$ cat src/rtl/ep_rst_seq.sv
// Staged reset sequencer for the DMA sub-blocks in the clk250 domain.
// Releases cfg -> TX -> RX resets in order and re-runs the sequence after a drained soft reset.
module ep_rst_seq #(
    parameter int HOLD_CYCLES   = 16,
    parameter int STAGE_GAP     = 8,
    parameter int DRAIN_TIMEOUT = 1024
) (
    input  logic clk250,
    input  logic rst250,
    input  logic soft_rst_req,
    input  logic tx_idle,
    input  logic rx_idle,
    output logic quiesce,
    output logic rst_cfg,
    output logic rst_tx,
    output logic rst_rx,
    output logic seq_busy,
    output logic drain_timeout
);

    localparam int MAX_A = (HOLD_CYCLES > STAGE_GAP) ? HOLD_CYCLES : STAGE_GAP;
    localparam int MAX_P = (MAX_A > DRAIN_TIMEOUT) ? MAX_A : DRAIN_TIMEOUT;
    localparam int CNT_W = $clog2(MAX_P);

    localparam logic [CNT_W-1:0] HOLD_LAST  = CNT_W'(HOLD_CYCLES - 1);
    localparam logic [CNT_W-1:0] GAP_LAST   = CNT_W'(STAGE_GAP - 1);
    localparam logic [CNT_W-1:0] DRAIN_LAST = CNT_W'(DRAIN_TIMEOUT - 1);
    localparam logic [CNT_W-1:0] CNT_ONE    = CNT_W'(1);

    typedef enum logic [2:0] {
        S_HOLD,
        S_GAP_TX,
        S_GAP_RX,
        S_RUN,
        S_DRAIN
    } state_t;

    state_t           r_state, w_state_nxt;
    logic [CNT_W-1:0] r_cnt, w_cnt_nxt;
    logic             r_quiesce, w_quiesce_nxt;
    logic             r_rst_cfg, w_rst_cfg_nxt;
    logic             r_rst_tx, w_rst_tx_nxt;
    logic             r_rst_rx, w_rst_rx_nxt;
    logic             r_seq_busy, w_seq_busy_nxt;
    logic             r_drain_to, w_drain_to_nxt;

    always_ff @(posedge clk250 or posedge rst250) begin
        if (rst250) begin
            r_state    <= S_HOLD;
            r_cnt      <= '0;
            r_quiesce  <= 1'b0;
            r_rst_cfg  <= 1'b1;
            r_rst_tx   <= 1'b1;
            r_rst_rx   <= 1'b1;
            r_seq_busy <= 1'b1;
            r_drain_to <= 1'b0;
        end else begin
            r_state    <= w_state_nxt;
            r_cnt      <= w_cnt_nxt;
            r_quiesce  <= w_quiesce_nxt;
            r_rst_cfg  <= w_rst_cfg_nxt;
            r_rst_tx   <= w_rst_tx_nxt;
            r_rst_rx   <= w_rst_rx_nxt;
            r_seq_busy <= w_seq_busy_nxt;
            r_drain_to <= w_drain_to_nxt;
        end
    end

    always_comb begin
        w_state_nxt    = r_state;
        w_cnt_nxt      = r_cnt + CNT_ONE;
        w_quiesce_nxt  = r_quiesce;
        w_rst_cfg_nxt  = r_rst_cfg;
        w_rst_tx_nxt   = r_rst_tx;
        w_rst_rx_nxt   = r_rst_rx;
        w_seq_busy_nxt = r_seq_busy;
        w_drain_to_nxt = r_drain_to;

        case (r_state)
            S_HOLD: begin
                if (r_cnt == HOLD_LAST) begin
                    w_rst_cfg_nxt = 1'b0;
                    w_state_nxt   = S_GAP_TX;
                end
            end
            S_GAP_TX: begin
                if (r_cnt == GAP_LAST) begin
                    w_rst_tx_nxt = 1'b0;
                    w_state_nxt  = S_GAP_RX;
                end
            end
            S_GAP_RX: begin
                if (r_cnt == GAP_LAST) begin
                    w_rst_rx_nxt   = 1'b0;
                    w_seq_busy_nxt = 1'b0;
                    w_state_nxt    = S_RUN;
                end
            end
            S_RUN: begin
                // Counter parks in RUN so it can never wrap while the link is up.
                w_cnt_nxt = r_cnt;
                if (soft_rst_req) begin
                    w_quiesce_nxt  = 1'b1;
                    w_seq_busy_nxt = 1'b1;
                    w_drain_to_nxt = 1'b0;
                    w_state_nxt    = S_DRAIN;
                end
            end
            S_DRAIN: begin
                // Idle is checked first so a drain finishing on the timeout edge is not flagged.
                if ((tx_idle && rx_idle) || (r_cnt == DRAIN_LAST)) begin
                    w_rst_cfg_nxt  = 1'b1;
                    w_rst_tx_nxt   = 1'b1;
                    w_rst_rx_nxt   = 1'b1;
                    w_quiesce_nxt  = 1'b0;
                    w_drain_to_nxt = !(tx_idle && rx_idle);
                    w_state_nxt    = S_HOLD;
                end
            end
            default: begin
                w_state_nxt = S_HOLD;
            end
        endcase

        if (w_state_nxt != r_state) begin
            w_cnt_nxt = '0;
        end
    end

    assign quiesce       = r_quiesce;
    assign rst_cfg       = r_rst_cfg;
    assign rst_tx        = r_rst_tx;
    assign rst_rx        = r_rst_rx;
    assign seq_busy      = r_seq_busy;
    assign drain_timeout = r_drain_to;

endmodule
$ cat config.mk
export PLATFORM = sky130hd
export DESIGN_NAME = ep_rst_seq
export DESIGN_NICKNAME = d
export VERILOG_FILES = /design/src/rtl/ep_rst_seq.sv
export SDC_FILE = /design/constraint.sdc
export NUM_CORES = 1
export LEC_CHECK = 0
export ABC_AREA = 1
export CAP_MARGIN = 10
export CORE_ASPECT_RATIO = 0.7
export CORE_MARGIN = 4
export CORE_UTILIZATION = 40
export DETAILED_ROUTE_END_ITERATION = 12
export GPL_ROUTABILITY_DRIVEN = 0
export PLACE_DENSITY = 0.67
export SYNTH_ARGS = -nofsm -noshare
export SYNTH_HDL_FRONTEND = slang
export SYNTH_SLANG_ARGS = --single-unit
$ cat constraint.sdc
create_clock -name clk250 -period 1.5 [get_ports clk250]
set_input_delay 0.225 -clock clk250 [delete_from_list [all_inputs] [get_ports clk250]]
set_output_delay 0.225 -clock clk250 [all_outputs]
set_load 0.01 [all_outputs]
==> metrics <==
slowest CP cell=dfrtp_1; largest net degree at the start of global routing=20; Hold Path Class=in -> async; crit path max fanout=5; Worst-Skew Late Latency=0.26 ns; hold bufs inserted after CTS=0; fmax=660 MHz; Mean Syn Cell Area=just under 8 µm²; Max Transition Viols Final=0; die area=3590 µm²; period utilization=101%; Placement Setup Slack=-0.0123 ns; CP max stage delay=approximately 0.44 ns; post-route worst setup slack=-0.0148 ns; share of cells above drive strength 1=34.8%; number of buffers created by CTS=3; Detail Route Antenna Nets=0; post-synthesis register bit count=19; largest cells by area after synthesis=dfrtp_1 (35%), nand2_1 (12%), dfstp_2 (9.8%); final wirelength=2590 µm; Worst Path Required=1.69 ns; Area after DPL=1270 µm²; via-per-instance ratio=4.93; Post-Syn Area=approximately 1100 µm²; Pwr per Cell Area=1680 nW/µm²; clock skew=0.00591 ns; Fin. Hold Viols=0; Leakage=0.694 nW; die width=69.9 µm; Initial Util=a little over two fifths; Worst Hold Margin=0.274 ns; Syn Nets=between 100 and 150; instance count of the mapped netlist=136; reg2reg path depth=9; CP Class=reg -> reg; CP Capture Type=flop; DR WL/cell=around 13 µm; Port Buffer Count=10; Synth area leader=dfrtp_1; post-synth top area share=35.0%; vias after detailed routing=962; post-route cell area=1420 µm²; Clock Path Buffers=2; Area growth syn-to-layout=32.4%; start point of the critical path=r_state[2]; drt drc=0; initial antenna violation count=0; slew margin rel.=roughly four fifths; outcome=finished with violations; Final #Nets=168; H-tree depth=1; 1st-pass router iterations=4; Critical Path Source Type=flop; hpwl dp=1780 µm; GRT overflow=0; Worst R2R Start=r_state[2]; first-pass GRT wire length=around 4000 µm; synth warn=0; endpoints failing setup=7; clock root cell=clkbuf_8; number of global-route vias before repair=just over 900; final core occ=about 56%; failing checks=setup timing; VDD IR-drop max=0.000824 V; Worst-Margin Slew=0.323 ns; critical-path cell list=inv_1, nand2_1, nor2_2, nand3_2, nand3_2, nand2_2, nand2_4, nand2_4, nor2_1; Die Y-Extent=~50 µm; CORE AREA=approximately 2500 µm²; Tot GR Track Use=approximately 14%; Ports=11; Distinct cells, synth=21; # rows=15; Final Critical Period=1.51 ns; Clock Sinks=19; CTS tree=built; Max Cap Violations=0; ant diodes=0; First DRT Iteration DRCs=35; CTS clk-pin slew, worst paths=0.07 ns; sequential fraction of the synthesis area=44.8%; RSZ-0062 raised after global routing=true; critical path arrival=1.71 ns
## routing by layer
metal  global-route usage [%]  up-vias  part of all wire [%]
met5                        0        -                     0
met4                     4.46        0                  0.93
met3                     4.72        4                   5.2
met2                     22.3       28                    48
met1                     19.4      454                    46
li1                         -      476                     -
## cells in the mapped netlist
| library cell | number |
|---|---|
| inv_2 | 2 |
| nand3_1 | 7 |
| nor3_2 | 1 |
| a21boi_4 | 1 |
| nand2_4 | 1 |
| o21ai_0 | 2 |
| inv_1 | 20 |
| nor2_1 | 23 |
| a21oi_2 | 2 |
| nor2_4 | 1 |
| nand2_2 | 1 |
| ha_1 | 1 |
| nand4_1 | 6 |
| nand3_2 | 4 |
| nor2_2 | 2 |
| dfrtp_1 | 15 |
| o31ai_1 | 2 |
| dfstp_2 | 4 |
| nor3_1 | 1 |
| xor2_1 | 6 |
| nand2_1 | 34 |
## worst max-delay path: cells and delay by family (launching register included)
kind,cells,cell delay (ns)
AND/OR/NAND/NOR,8,0.87
buffers and inverters,1,0.13
flip-flops,1,0.44
## path summary, 6_finish.rpt
| kind | end | slack, ns |
|---|---|---|
| max | r_cnt[2] | -0.01 |
| min | r_state[2] | 0.27 |
| max reg2reg | r_cnt[2] | -0.01 |
| min reg2reg | rst_tx | 0.47 |
| max in group asynchronous | rst_tx | 0.96 |
| min in group clk250 | rst_tx | 0.47 |
## registers in the layout, summed over array words and instances (netlist names)
signal,flops
r_state,3
quiesce,1
r_cnt,10
rst_cfg,1
rst_tx,1
rst_rx,1
drain_timeout,1
seq_busy,1
## power by group
| part | switching (W) | leakage (nW) | internal, W |
|---|---|---|---|
| Combinational | 0.000674 | 0.428 | 0.000502 |
| Sequential | 0.000141 | 0.240 | 0.000702 |
| Clock | 0.000178 | 0.0255 | 0.000185 |
| Total | 0.000993 | 0.694 | 0.00139 |
## logic make-up after synthesis
family / share of synthesized area (%)
flops: 44.8
fa+ha+maj: 1.17
simple gates: 35.7
xor+xnor: 4.90
compound gates: 5.72
buf+inv: 7.70
## final cells by class
cell class              instances  area (µm²)
clock buffers                   3        41.3
well taps                      34        42.5
clock inverters                 1        5.00
flip-flops and latches         19         482
multi-input cells              96         597
inverters                      22        82.6
fillers                       231        1090
repair buffers                 20         170
## cells in the final DEF (no fill, tap or decap), drive strengths merged
cell,n
nand2,37
nor2,26
inv,22
dfrtp,15
nand3,11
buf,10
nand4,6
xor2,6
clkdlybuf4s50,6
dlygate4sd2,4
dfstp,4
clkbuf,3
o21ai,2
a21oi,2
o31ai,2
nor3,2
a21boi,1
ha,1
clkinv,1
## metrics by stage
| step | instances | setup TNS (ns) | power, W |
|---|---|---|---|
| finish | 195 | -0.0471 | 0.00238 |
| global route | 195 | -1.11 | 0.00257 |
| CTS | 192 | 0 | 0.00210 |
| detailed placement | 188 | -0.0450 | 0.00175 |
| global placement | 188 | 0 | 0.00171 |
| floorplan | 136 | 0 | 0.00138 |
## repair_timing
action                                  CTS  global route
resized for setup                         5            26
endpoints found under the setup margin   14            15
endpoints found under the hold margin     0             0
pin swaps                                 0             7
buffers inserted                          0             2
gates cloned                              0             1
Power figures use the tool's default switching activity.
